===== config.mk =====
export PLATFORM = sky130hd
export DESIGN_NAME = word_mem_arbiter
export DESIGN_NICKNAME = d
export VERILOG_FILES = /design/src/rtl/word_mem_arbiter.sv
export SDC_FILE = /design/constraint.sdc
export NUM_CORES = 1
export LEC_CHECK = 0
export ABC_AREA = 1
export ABC_CLOCK_PERIOD_IN_PS = 1810
export CAP_MARGIN = 10
export CELL_PAD_IN_SITES_DETAIL_PLACEMENT = 2
export CELL_PAD_IN_SITES_GLOBAL_PLACEMENT = 2
export CORE_ASPECT_RATIO = 0.8
export CORE_MARGIN = 3
export CORE_UTILIZATION = 17
export DETAILED_ROUTE_END_ITERATION = 16
export GPL_TIMING_DRIVEN = 1
export PLACE_DENSITY_LB_ADDON = 0.15
export SYNTH_ARGS = -nofsm -noshare
export SYNTH_HDL_FRONTEND = slang
export SYNTH_SLANG_ARGS = --single-unit

===== constraint.sdc =====
create_clock -name clk -period 1.81 [get_ports clk]
set_clock_uncertainty 0.15 [all_clocks]
set_input_delay 0.181 -clock clk [delete_from_list [all_inputs] [get_ports clk]]
set_output_delay 0.181 -clock clk [all_outputs]
set_load 0.01 [all_outputs]

===== src/rtl/word_mem_arbiter.sv =====
// Round-robin arbiter serialising NUM_CORES req/ack masters onto one word memory port.
// Optional WORD_ARB_LOCK_EN adds core_lock for atomic read-modify-write sequences.
module word_mem_arbiter #(
  parameter int NUM_CORES = 4,
  parameter int ADDR_BITS = 10,
  parameter int DATA_BITS = 8
) (
  input  logic                           clk,
  input  logic                           rst,
  input  logic [NUM_CORES-1:0]           core_req,
  input  logic [NUM_CORES-1:0]           core_we,
  input  logic [NUM_CORES*ADDR_BITS-1:0] core_addr,
  input  logic [NUM_CORES*DATA_BITS-1:0] core_wdata,
`ifdef WORD_ARB_LOCK_EN
  input  logic [NUM_CORES-1:0]           core_lock,
`endif
  output logic [NUM_CORES-1:0]           core_ack,
  output logic [DATA_BITS-1:0]           core_rdata,
  output logic                           mem_chip_enable,
  output logic                           mem_enable,
  output logic                           mem_we,
  output logic [ADDR_BITS-1:0]           mem_addr,
  output logic [DATA_BITS-1:0]           mem_wdata,
  input  logic [DATA_BITS-1:0]           mem_rdata
);

  localparam int GNT_W = $clog2(NUM_CORES);

  typedef enum logic [1:0] {
    S_IDLE,
    S_ACCESS,
    S_RESP
  } state_t;

  state_t                 state_q, state_d;
  logic [GNT_W-1:0]       gnt_q, gnt_d;
  logic [GNT_W-1:0]       last_gnt_q, last_gnt_d;
  logic [NUM_CORES-1:0]   ack_q, ack_d;
  logic [DATA_BITS-1:0]   rdata_q, rdata_d;
  logic                   ce_q, ce_d;
  logic                   we_q, we_d;
  logic [ADDR_BITS-1:0]   addr_q, addr_d;
  logic [DATA_BITS-1:0]   wdata_q, wdata_d;

  logic [NUM_CORES-1:0]   eff_req;
  logic [GNT_W-1:0]       pick;
  logic                   found;
  logic                   lock_hold;

`ifdef WORD_ARB_LOCK_EN
  logic                   lock_q, lock_d;
`endif

  // Hold mask: while the last served core keeps its lock, only it may win.
  always_comb begin
    lock_hold = 1'b0;
`ifdef WORD_ARB_LOCK_EN
    lock_hold = lock_q & core_lock[last_gnt_q];
`endif
    if (lock_hold) begin
      eff_req = core_req & (NUM_CORES'(1) << last_gnt_q);
    end else begin
      eff_req = core_req;
    end
  end

  always_comb begin
    pick  = '0;
    found = 1'b0;
    for (int k = 1; k <= NUM_CORES; k++) begin
      if (!found && eff_req[(int'(last_gnt_q) + k) % NUM_CORES]) begin
        found = 1'b1;
        pick  = GNT_W'((int'(last_gnt_q) + k) % NUM_CORES);
      end
    end
  end

  always_comb begin
    state_d    = state_q;
    gnt_d      = gnt_q;
    last_gnt_d = last_gnt_q;
    ack_d      = '0;
    rdata_d    = rdata_q;
    ce_d       = ce_q;
    we_d       = we_q;
    addr_d     = addr_q;
    wdata_d    = wdata_q;
`ifdef WORD_ARB_LOCK_EN
    lock_d     = lock_q;
`endif
    unique case (state_q)
      S_IDLE: begin
`ifdef WORD_ARB_LOCK_EN
        if (lock_q && !core_lock[last_gnt_q]) begin
          lock_d = 1'b0;
        end
`endif
        if (found) begin
          state_d = S_ACCESS;
          gnt_d   = pick;
          ce_d    = 1'b1;
          we_d    = core_we[pick];
          addr_d  = core_addr[pick*ADDR_BITS +: ADDR_BITS];
          wdata_d = core_wdata[pick*DATA_BITS +: DATA_BITS];
        end
      end
      S_ACCESS: begin
        state_d      = S_RESP;
        ack_d[gnt_q] = 1'b1;
        if (!we_q) begin
          rdata_d = mem_rdata;
        end
        ce_d    = 1'b0;
        we_d    = 1'b0;
        addr_d  = '0;
        wdata_d = '0;
      end
      S_RESP: begin
        state_d    = S_IDLE;
        last_gnt_d = gnt_q;
`ifdef WORD_ARB_LOCK_EN
        lock_d     = core_lock[gnt_q];
`endif
      end
      default: begin
        state_d = S_IDLE;
      end
    endcase
  end

  always_ff @(posedge clk) begin
    if (rst) begin
      state_q    <= S_IDLE;
      gnt_q      <= '0;
      last_gnt_q <= GNT_W'(NUM_CORES - 1);
      ack_q      <= '0;
      rdata_q    <= '0;
      ce_q       <= 1'b0;
      we_q       <= 1'b0;
      addr_q     <= '0;
      wdata_q    <= '0;
`ifdef WORD_ARB_LOCK_EN
      lock_q     <= 1'b0;
`endif
    end else begin
      state_q    <= state_d;
      gnt_q      <= gnt_d;
      last_gnt_q <= last_gnt_d;
      ack_q      <= ack_d;
      rdata_q    <= rdata_d;
      ce_q       <= ce_d;
      we_q       <= we_d;
      addr_q     <= addr_d;
      wdata_q    <= wdata_d;
`ifdef WORD_ARB_LOCK_EN
      lock_q     <= lock_d;
`endif
    end
  end

  // A reset arriving in the response cycle withdraws the pending ack.
  assign core_ack        = ack_q & {NUM_CORES{~rst}};
  assign core_rdata      = rdata_q;
  assign mem_chip_enable = ce_q;
  assign mem_enable      = ce_q;
  assign mem_we          = we_q;
  assign mem_addr        = addr_q;
  assign mem_wdata       = wdata_q;

endmodule


==> results.toml <==
[setup_path]
cp_max_fo = 5
cpPeakStageDelay_ns = 0.36
cp_cell_sequence = "buf_6 > nand2_1 > nand2_4 > nand2_4 > nand2_4 > nor2_4 > nand3_4 > buf_6 > nand2_4 > inv_2 > nor3_4 > buf_6 > buf_12 > buf_16 > nand2_1 > nand2_1"
cp_num_buf_inv = 6
cp_top_family = "simple AND/OR/NAND/NOR gates"
cp_common_cell = "nand2_4"
crit_type = "flip-flop to flip-flop"
start_kind = "flip-flop"
cp_slowest_cell = "dfxtp_4"
cp-end-kind = "flip-flop"
crit_required_ns = 1.89
crit_arrival_ns = 2.08

[sta]
setup_viol = 21
hold_viol = 0
tightest_slew_ns = 0.371
fin_crit_ns = 2.00
slew_headroom_pct = 75.2
rsz0062_at_grt = "true"
max_clock_freq_ghz = 0.500
post-route-period-util_pct = 110
setup_ws_ns = -0.189
maxSlewViolCount = 0

[yosys]
yosysTopAreaCell = "dfxtp_1"
ys_seq_area_share_pct = 33.2
yosys-top-cells-area = "dfxtp_1 (33%), nand2_1 (19%), nand3_1 (15%)"
synth_top_area_share_pct = 33.2
ys_types = 22
yosysMostFrequentCell = "nand2_1"
syn_inst = 355
synthArstFlopShare_pct = 0
syn-num-nets = 445
synth_edf_count = 0
yosys_warnings = 0
ys_seq_elements = 38
syn_area_per_cell_um2 = 6.46
synthTopCellsByCount = "nand2_1 (118), nand3_1 (70), nand4_1 (39)"
syn-cell-area_um2 = 2290
synth-main-ff-cell = "dfxtp_1"

[floorplan]
fp.dieW_um = 136
initial_utilization_pct = 17.6
die_y_um = 110
fp.dieArea_um2 = 14900
rows = 37
ios = 123
coreArea_um2 = 13000

[cells_and_area]
diodes = 0
area_growth_pct = 98.5
fillers = 1466
fin_nets = 594
layout-drive-gt1-share_pct = 20.4

[pwr]
power_density_nw_per_um2 = 1010
p_leak_nw = 1.90
peakVddDrop_mv = 0.512
fin_total_pwr_w = 0.00458

[routing]
drt_wl_total_um = 11300
firstDrtPassIters = 4
drc_errors = 0
vias_per_cell = 4.47
vias = 3037
drt_iter0_markers = 93
avgRoutedWirePerCell_um = 16.6
final_antenna_net_count = 0

[clock_tree]
clock-sinks = 38
clock_latency_ns = 0.28
hold_buffers = 0
cts_tree = "done"
clock_path_buffers = 2
htree_levels = 2
cts_buffers = 5
cts_root_buf = "clkbuf_16"
clk_pin_slew_ns = 0.06

[grt]
grt.overflow.total = 0
grt_util_all_layers_pct = 15.0
antenna_found_initial = 0
grt_pass1_wl_um = 17800
grt_max_degree = 27
first_global_vias = 3426

[place]
hpwl_um = 7900
routabilityCongestion = 0.788
io_buffers = 122
pre_cts_slack_ns = -0.368

[outcome]
violations = "negative setup slack"
status = "finished with violations"

[hold_path]
hold_class = "flip-flop to flip-flop"

[job]
cap_viol_max_count = 0
## final cells by class
type / count / area, um^2 / area share, %
Timing Repair Buffer: 169 / 1840 / 40.4
Inverter: 19 / 78.8 / 1.73
Sequential cell: 38 / 766 / 16.8
Multi-Input combinational cell: 271 / 1450 / 32.0
Clock buffer: 5 / 125 / 2.75
Tap cell: 175 / 219 / 4.81
Clock inverter: 3 / 68.8 / 1.51
## registers in the layout, indices dropped and copies added, names as in the netlist
| signal | count |
|---|---|
| ack_q | 4 |
| mem_wdata | 8 |
| gnt_q | 2 |
| mem_we | 1 |
| state_q | 2 |
| mem_addr | 10 |
| last_gnt_q | 2 |
| mem_chip_enable | 1 |
| core_rdata | 8 |
## final timing paths
path                                      to     startpoint  depth (start not counted)  slack (ns)
worst max-delay path            mem_wdata[3]  last_gnt_q[0]                         16       -0.19
worst min-delay path             mem_addr[2]    mem_addr[2]                          2        0.30
worst max register to register  mem_wdata[3]  last_gnt_q[0]                         16       -0.19
worst min register to register   mem_addr[2]    mem_addr[2]                          2        0.30
## kinds of logic after synthesis
kind of cell           share of synthesized area [%]
and+or+nand+nor                                 52.2
AOI/OAI and AO/OA                               4.15
buffers and inverters                           10.4
DFF                                             33.2
## placed cells by master, fill, tap and decap left out, types with 2 or more instances in the layout
cell type	instances
clkdlybuf4s50_1	122
nand2_1	100
nand3_1	62
nand4_1	39
dfxtp_1	36
buf_4	22
inv_1	14
nand2_2	14
a21oi_1	12
nand2_4	9
buf_6	9
nand3_2	8
buf_12	8
nor2_1	7
clkbuf_16	7
nor3_1	5
buf_16	4
inv_2	3
nor2_4	3
a21oi_2	3
o21ai_0	3
nor2_2	2
nand3_4	2
bufinv_16	2
buf_8	2
## where the power goes
part	switching, W	internal (W)
registers	0.000110	0.00100
clock network	0.000372	0.000793
logic	0.00114	0.00116
total	0.00163	0.00295
## layer usage
layer / global-route usage [%] / part of all wire, % / wire length, um / vias up
met5: 0 / 0 / 0 / -
met4: 1.51 / 0.24 / 27 / 0
met3: 5.67 / 7.3 / 825 / 2
met2: 27.3 / 50 / 5580 / 68
met1: 17.5 / 43 / 4820 / 1466
li1: - / - / - / 1501
## tightest hold or removal path, stage by stage, from the launching register on
cell and delay [ns]:
dfxtp_1 0.31, nand2_1 0.06, nand2_1 0.04
## metrics by stage
stage          util, %  hold slack, ns  setup TNS [ns]  instances  area [um^2]
5_1_grt           35.0           0.335           -5.85        680         4550
3_5_place_dp      30.0           0.294           -7.26        656         3910
6_report          35.0           0.303           -3.30        680         4550
2_1_floorplan        -           0.199               0        355         2300
4_1_cts           34.0           0.306           -3.75        676         4430
3_3_place_gp      30.0           0.287           -5.94        656         3910
## repair_timing
action | CTS | global route
setup buffers | 7 | 1
resized for setup | 43 | 18
endpoints found under the setup margin | 22 | 23
gates cloned | 5 | 3
pin swaps | 5 | 8
hold endpoints to repair | 0 | 0
Power figures use the tool's default switching activity.
